$ cat src/rtl/raifes_per_uart_txq_pkg.sv
`default_nettype none
// +--------------------------------------------------------------------------+
// | Package    : raifes_per_uart_txq_pkg                                      |
// | Description: Shared constants, types and helpers for the UART TX queue.   |
// |              It holds the bus widths, the STAT register bit positions,    |
// |              the drain FSM state codes and a STAT word packing helper.    |
// | Revision   : 1.0 - initial release                                        |
// +--------------------------------------------------------------------------+
package raifes_per_uart_txq_pkg;

  // HASTI bus widths.
  localparam int unsigned c_hasti_addr_width = 32;
  localparam int unsigned c_hasti_bus_width  = 32;

  // Address bit that selects between DATA (0x0) and STAT (0x4).
  localparam int unsigned c_reg_sel_bit = 2;

  // STAT register layout.
  localparam int unsigned c_stat_empty_bit = 0;
  localparam int unsigned c_stat_full_bit  = 1;
  localparam int unsigned c_stat_ovf_bit   = 2;
  localparam int unsigned c_stat_cnt_lsb   = 3;
  localparam int unsigned c_stat_cnt_msb   = 9;
  localparam int unsigned c_stat_ie_bit    = 8;

  // Drain FSM state codes.
  localparam logic [1:0] c_st_idle = 2'd0;
  localparam logic [1:0] c_st_send = 2'd1;
  localparam logic [1:0] c_st_hold = 2'd2;

  // Captured address phase, consumed one cycle later in the data phase.
  typedef struct packed {
    logic valid;
    logic sel;
    logic wr;
  } txq_aphase_t;

  // Packs the STAT word. The IE bit shares the count field's upper range,
  // which is always zero for depths up to 16 entries.
  function automatic logic [31:0] stat_word(
    input logic [6:0] count,
    input logic       ie,
    input logic       ovf,
    input logic       full,
    input logic       empty
  );
    logic [31:0] w;
    w = '0;
    w[c_stat_cnt_msb:c_stat_cnt_lsb] = count;
    w[c_stat_ie_bit]    = w[c_stat_ie_bit] | ie;
    w[c_stat_ovf_bit]   = ovf;
    w[c_stat_full_bit]  = full;
    w[c_stat_empty_bit] = empty;
    return w;
  endfunction

endpackage
`default_nettype wire

$ cat src/rtl/raifes_per_uart_txq_sync_fifo.sv
`default_nettype none
// +--------------------------------------------------------------------------+
// | Module     : raifes_sync_fifo                                             |
// | Description: Single-clock FIFO, 2**DEPTH_LOG2 entries of WIDTH bits.      |
// |              A push to a full FIFO is accepted only when a pop happens    |
// |              in the same cycle; otherwise it is dropped and flagged.      |
// | Ports      : CLKout, RESET (async, active-high)                           |
// |              push/wdata  - write request and data                         |
// |              pop         - remove head entry (ignored when empty)         |
// |              full/empty/count/head - occupancy and head-of-queue data     |
// |              push_dropped - one-cycle flag, push refused because full     |
// | Revision   : 1.0 - initial release                                        |
// +--------------------------------------------------------------------------+
module raifes_sync_fifo #(
  parameter int unsigned WIDTH      = 8,
  parameter int unsigned DEPTH_LOG2 = 4
) (
  input  logic                  CLKout,
  input  logic                  RESET,
  input  logic                  push,
  input  logic [WIDTH-1:0]      wdata,
  input  logic                  pop,
  output logic                  full,
  output logic                  empty,
  output logic [DEPTH_LOG2:0]   count,
  output logic [WIDTH-1:0]      head,
  output logic                  push_dropped
);

  localparam int unsigned             c_depth      = 2 ** DEPTH_LOG2;
  localparam logic [DEPTH_LOG2:0]     c_count_full = (DEPTH_LOG2 + 1)'(c_depth);
  localparam logic [DEPTH_LOG2:0]     c_count_one  = (DEPTH_LOG2 + 1)'(1);
  localparam logic [DEPTH_LOG2-1:0]   c_ptr_one    = (DEPTH_LOG2)'(1);

  logic [WIDTH-1:0]      r_mem [c_depth];
  logic [DEPTH_LOG2-1:0] r_wr_ptr;
  logic [DEPTH_LOG2-1:0] r_rd_ptr;
  logic [DEPTH_LOG2:0]   r_count;
  logic                  w_pop;
  logic                  w_push;

  assign full         = (r_count == c_count_full);
  assign empty        = (r_count == '0);
  assign count        = r_count;
  assign head         = r_mem[r_rd_ptr];
  assign w_pop        = pop & ~empty;
  // A simultaneous pop frees a slot, so a full FIFO can still take the push.
  assign w_push       = push & (~full | w_pop);
  assign push_dropped = push & full & ~w_pop;

  // Storage needs no reset: the pointers define which entries are valid.
  always_ff @(posedge CLKout) begin
    if (w_push) begin
      r_mem[r_wr_ptr] <= wdata;
    end
  end

  always_ff @(posedge CLKout or posedge RESET) begin
    if (RESET) begin
      r_wr_ptr <= '0;
      r_rd_ptr <= '0;
      r_count  <= '0;
    end else begin
      if (w_push) begin
        r_wr_ptr <= r_wr_ptr + c_ptr_one;
      end
      if (w_pop) begin
        r_rd_ptr <= r_rd_ptr + c_ptr_one;
      end
      case ({w_push, w_pop})
        2'b10:   r_count <= r_count + c_count_one;
        2'b01:   r_count <= r_count - c_count_one;
        default: r_count <= r_count;
      endcase
    end
  end

endmodule
`default_nettype wire

$ cat src/rtl/raifes_per_uart_txq.sv
`default_nettype none
// +--------------------------------------------------------------------------+
// | Module     : raifes_per_uart_txq                                          |
// | Description: AHB-Lite slave that queues bytes for raifes_uart and feeds   |
// |              them out with the send_strobe/ready handshake.               |
// | Ports      : CLKout, RESET (async, active-high)                           |
// |              per_* - HASTI slave port (zero wait states, always OKAY)     |
// |              tx_data/tx_strobe - byte and one-cycle send pulse to UART    |
// |              tx_ready          - UART idle indication                     |
// |              irq               - only with RAIFES_UART_TXQ_IRQ_EN         |
// | Registers  : 0x0 DATA  W: push hwdata[7:0]             R: 0              |
// |              0x4 STAT  R: count[9:3] IE[8] ovf[2] full[1] empty[0]       |
// |                        W: hwdata[2]=1 clears ovf, hwdata[8] -> IE         |
// | Config     : `define RAIFES_UART_TXQ_IRQ_EN adds the IE bit and irq port. |
// | Revision   : 1.0 - initial release                                        |
// +--------------------------------------------------------------------------+
module raifes_per_uart_txq
  import raifes_per_uart_txq_pkg::*;
#(
  parameter int unsigned DEPTH_LOG2 = 4
) (
  input  logic                          CLKout,
  input  logic                          RESET,
  input  logic                          per_en,
  input  logic [c_hasti_addr_width-1:0] per_haddr,
  input  logic                          per_hwrite,
  input  logic [1:0]                    per_htrans,
  input  logic [c_hasti_bus_width-1:0]  per_hwdata,
  output logic [c_hasti_bus_width-1:0]  per_hrdata,
  output logic                          per_hready,
  output logic                          per_hresp,
  output logic [7:0]                    tx_data,
  output logic                          tx_strobe,
  input  logic                          tx_ready
`ifdef RAIFES_UART_TXQ_IRQ_EN
  ,
  output logic                          irq
`endif
);

  txq_aphase_t         r_ap;
  logic [1:0]          r_state;
  logic                r_overflow;
  logic                r_tx_strobe;
  logic [7:0]          r_tx_data;
  logic                w_push;
  logic                w_pop;
  logic                w_stat_wr;
  logic                w_stat_rd;
  logic                w_full;
  logic                w_empty;
  logic [DEPTH_LOG2:0] w_count;
  logic [7:0]          w_head;
  logic                w_push_dropped;
  logic                w_ie;
  logic                w_unused_ok;

  assign per_hready = 1'b1;
  assign per_hresp  = 1'b0;

  // Address phase capture.
  always_ff @(posedge CLKout or posedge RESET) begin
    if (RESET) begin
      r_ap <= '0;
    end else begin
      r_ap.valid <= per_en & per_htrans[1] & per_hready;
      r_ap.sel   <= per_haddr[c_reg_sel_bit];
      r_ap.wr    <= per_hwrite;
    end
  end

  assign w_push    = r_ap.valid &  r_ap.wr & ~r_ap.sel;
  assign w_stat_wr = r_ap.valid &  r_ap.wr &  r_ap.sel;
  assign w_stat_rd = r_ap.valid & ~r_ap.wr &  r_ap.sel;
  // The head entry leaves the FIFO during the single SEND cycle.
  assign w_pop     = (r_state == c_st_send);

  raifes_sync_fifo #(
    .WIDTH      (8),
    .DEPTH_LOG2 (DEPTH_LOG2)
  ) u_fifo (
    .CLKout       (CLKout),
    .RESET        (RESET),
    .push         (w_push),
    .wdata        (per_hwdata[7:0]),
    .pop          (w_pop),
    .full         (w_full),
    .empty        (w_empty),
    .count        (w_count),
    .head         (w_head),
    .push_dropped (w_push_dropped)
  );

  always_ff @(posedge CLKout or posedge RESET) begin
    if (RESET) begin
      r_overflow <= 1'b0;
    end else if (w_push_dropped) begin
      r_overflow <= 1'b1;
    end else if (w_stat_wr & per_hwdata[c_stat_ovf_bit]) begin
      r_overflow <= 1'b0;
    end
  end

  // Drain FSM. The strobe and data are registered on the IDLE->SEND
  // transition so both are valid exactly while the FSM sits in SEND. HOLD
  // skips the cycle in which the UART is still lowering its ready flag.
  always_ff @(posedge CLKout or posedge RESET) begin
    if (RESET) begin
      r_state     <= c_st_idle;
      r_tx_strobe <= 1'b0;
      r_tx_data   <= 8'h00;
    end else begin
      case (r_state)
        c_st_idle: begin
          if (~w_empty & tx_ready) begin
            r_state     <= c_st_send;
            r_tx_strobe <= 1'b1;
            r_tx_data   <= w_head;
          end
        end
        c_st_send: begin
          r_state     <= c_st_hold;
          r_tx_strobe <= 1'b0;
        end
        c_st_hold: begin
          r_state <= c_st_idle;
        end
        default: begin
          r_state     <= c_st_idle;
          r_tx_strobe <= 1'b0;
        end
      endcase
    end
  end

  assign tx_strobe = r_tx_strobe;
  assign tx_data   = r_tx_data;

`ifdef RAIFES_UART_TXQ_IRQ_EN
  logic r_ie;
  logic r_irq;

  always_ff @(posedge CLKout or posedge RESET) begin
    if (RESET) begin
      r_ie  <= 1'b0;
      r_irq <= 1'b0;
    end else begin
      if (w_stat_wr) begin
        r_ie <= per_hwdata[c_stat_ie_bit];
      end
      r_irq <= r_ie & w_empty & (r_state == c_st_idle);
    end
  end

  assign w_ie = r_ie;
  assign irq  = r_irq;
`else
  assign w_ie = 1'b0;
`endif

  assign per_hrdata = w_stat_rd
                    ? stat_word(7'(w_count), w_ie, r_overflow, w_full, w_empty)
                    : '0;

  // Bus bits that carry no meaning for this peripheral.
  assign w_unused_ok = ^{per_haddr[c_hasti_addr_width-1:3], per_haddr[1:0],
                         per_htrans[0], per_hwdata[c_hasti_bus_width-1:8]};

endmodule
`default_nettype wire

$ cat config.mk
export PLATFORM = sky130hd
export DESIGN_NAME = raifes_per_uart_txq
export DESIGN_NICKNAME = d
export VERILOG_FILES = /design/src/rtl/raifes_per_uart_txq_pkg.sv /design/src/rtl/raifes_per_uart_txq_sync_fifo.sv /design/src/rtl/raifes_per_uart_txq.sv
export SDC_FILE = /design/constraint.sdc
export NUM_CORES = 1
export LEC_CHECK = 0
export CORE_MARGIN = 1.5
export CORE_UTILIZATION = 30
export CTS_BUF_LIST = sky130_fd_sc_hd__clkbuf_16
export DETAILED_ROUTE_END_ITERATION = 8
export SETUP_SLACK_MARGIN = 0.15
export SLEW_MARGIN = 40
export SYNTH_ARGS = -nofsm -noshare
export SYNTH_HDL_FRONTEND = slang
export SYNTH_HIERARCHICAL = 1
export SYNTH_SLANG_ARGS = --single-unit
$ cat constraint.sdc
create_clock -name CLKout -period 3 [get_ports CLKout]
set_input_delay 0.75 -clock CLKout [delete_from_list [all_inputs] [get_ports CLKout]]
set_output_delay 0.75 -clock CLKout [all_outputs]
set_load 0.02 [all_outputs]
==> impl_metrics.toml <==
[cts]
holdBufCountCts = 0
cts_tree = "done"
htreeDepth = 4
root_buffer = "clkbuf_16"
cts-buffers-inserted = 17
cts_sinks = 156
clockBufferDepth = 2
clk-insertion-delay-late_ns = 0.41
path_clk_slew_ns = 0.06

[routing]
dr.pass1.iters = 9
avgViaCountPerCell = 4.626
drt_iter0_markers = 261
remaining_drc_errors = 2
vias = 3298
wl_per_cell_microns = 17.18
antenna_left = 0
wl_microns = 12250

[global_routing]
grt_antenna_before_repair = 0
grt_max_degree = 36
grt_pass1_vias = 3378
grt_overflow = 0
grtUsageTotal = 0.1093
grt_pass1_wl_microns = 19200

[timing]
hold_violations = 0
tightest_slew_ns = 0.6584
fin_crit_ns = 2.719
min_period_over_period = 0.9062
fin_setup_tns_ns = 0
setup_violations = 0
rsz0062_at_grt = "no"
finClkSkew_ns = 0.004893
maxSlewHeadroom = 0.5592
fmaxAchievable_ghz = 0.3678
finalWorstSetupSlack_ns = 0.2814
whs_ns = 0.4765
slew_viol_final = 0

[run]
drv_cap = 0

[setup_path]
cp.required_ns = 2.25
startpoint_type = "flip-flop"
crit_arrival_ns = 1.97
end_kind = "primary output"
crit_fanout = 4
path_class = "reg -> out"

[die]
ios = 114
core_area_sq_um = 21960
die_h_microns = 153.1
rows = 54
die_area_sq_um = 23430
initial_utilization = 0.3076
die_w_microns = 153.1

[yosys]
synth.top_cell.area_share = 0.5690
ys_seq_area_frac = 0.6727
ys.flop_type = "edfxtp_1"
syn_inst = 366
ys_types = 47
synth_area_per_cell_sq_um = 18.46
synth_top_area_cell = "edfxtp_1"
ys_ff_latch = 156
synth_warnings = 6
synthTopCellsByCount = "edfxtp_1, mux4_1, dfrtp_1"
synth_edf_count = 128
synth.most_common_cell = "edfxtp_1"
ys_async_sr_fraction = 0.1795
synthTopCellsByArea = "edfxtp_1, mux4_1, dfrtp_1"
synthesis.area_sq_um = 6755

[finish]
drive_gt1_frac = 0.1778
final_cells = 713
nNetsFinal = 500
antenna_cells = 0
multiInputGateArea_sq_um = 1973
seq_area_sq_um = 4546
area_delta_synth_final_pct = 18.30
nFillCells = 1989

[status]
status = "complete, but fails checks"
violations = "DRC"

[power]
power_density_nw_per_um2 = 870.1
total_power_mw = 6.953
peakVddDrop_uv = 415.1
p_leak_nw = 2.847

[place]
gp_congestion = 0.7349
place_inst = 676
port-buffer-count = 31
pre_cts_ws_ns = 0.1151
hpwlAfterDp_microns = 8046

[hold_path]
hold_path.class = "reg -> reg"
[critical path, cell delays in order, from the launching register on]
cell	delay [ns]
dfrtp_1	0.38
or4_4	0.58
nor2_4	0.14
and2_2	0.14
dlygate4sd2_1	0.33
[stage by stage]
stage / cell area, sq um / util
final: 7991 / 0.3639
after global routing: 7991 / 0.3639
after CTS: 7965 / 0.3627
after detailed placement: 7350 / 0.3347
after global placement: 7350 / 0.3347
after floorplan: 6845 / -
[cells by family after synthesis]
kind of cell / synth area share
AND/OR/NAND/NOR: 0.06353
buffers and inverters: 0.04890
AO/OA/AOI/OAI: 0.01945
flip-flops: 0.6727
adder cells (fa/ha/maj): 0.01778
multiplexers: 0.1648
other: 0.001112
XOR/XNOR: 0.01167
[placed cells by master (no fill, tap or decap), types with 2 or more instances in the layout]
| cell | count |
|---|---|
| o211ai_1 | 2 |
| edfxtp_1 | 128 |
| mux4_2 | 10 |
| nor2_1 | 7 |
| dfrtp_1 | 27 |
| mux2_2 | 8 |
| a21o_1 | 2 |
| nand4_1 | 3 |
| inv_1 | 15 |
| bufinv_16 | 3 |
| xnor2_1 | 9 |
| nor3b_1 | 2 |
| mux4_1 | 30 |
| nand2_1 | 11 |
| nand3_1 | 4 |
| ha_1 | 8 |
| clkinv_4 | 2 |
| nor2b_1 | 7 |
| o21ai_0 | 6 |
| clkdlybuf4s50_1 | 29 |
| clkinvlp_4 | 4 |
| dlygate4sd2_1 | 2 |
| buf_4 | 18 |
| a21oi_1 | 3 |
| conb_1 | 26 |
| nor4_1 | 4 |
| clkbuf_16 | 17 |
| and3_1 | 2 |
| and2_1 | 16 |
[state kept, by name (all words and copies together), names as in the netlist]
signal and cells:
r_state 2, u_fifo/count 5, tx_data 8, r_overflow 1
u_fifo/r_wr_ptr 4, u_fifo/r_rd_ptr 4, u_fifo/r_mem 128, r_ap 3
tx_strobe 1
[layout make-up]
cell class,count,share of cell area
clock buffers,17,0.05323
flip-flops and latches,156,0.5688
clock inverters,15,0.02176
multi-input cells,181,0.2469
repair buffers,51,0.05934
well taps,280,0.04384
inverters,13,0.006106
[final timing paths]
check / startpoint / end / slack, ns / depth (start not counted)
setup / recovery: u_fifo/count[0] / per_hrdata[0] / 0.28 / 4
hold / removal: u_fifo/r_rd_ptr[1] / u_fifo/r_rd_ptr[1] / 0.48 / 2
setup reg to reg: u_fifo/count[0] / u_fifo/count[4] / 0.28 / 10
max in group asynchronous: RESET / tx_data[5] / 1.84 / 2
min in group asynchronous: RESET / u_fifo/r_rd_ptr[0] / 0.70 / 2
hold reg to reg: u_fifo/r_rd_ptr[1] / u_fifo/r_rd_ptr[1] / 0.48 / 2
[per-layer routing]
metal	up-vias	track usage	wire, microns	part of all wire
met3	15	0.02694	447	0.037
met1	1711	0.1371	5491	0.45
li1	1500	-	-	-
met5	-	0	0	0
met2	72	0.1816	6133	0.50
met4	0	0.04388	173	0.014
[what timing repair did]
item                                    in CTS  in global routing
pin swaps                                    2                  1
setup buffers                                2                  3
endpoints found under the setup margin       3                  3
gates resized for setup                      4                  1
hold endpoints to repair                     0                  0
[power by group]
part | internal [mW] | leakage [nW] | total [mW] | switching [mW]
clock network | 1.31 | 0.287 | 2.14 | 0.834
registers | 2.54 | 1.49 | 2.74 | 0.200
logic | 1.08 | 1.07 | 2.08 | 0.992
total | 4.93 | 2.85 | 6.95 | 2.03
No activity file was read; power rests on OpenSTA's default activity.
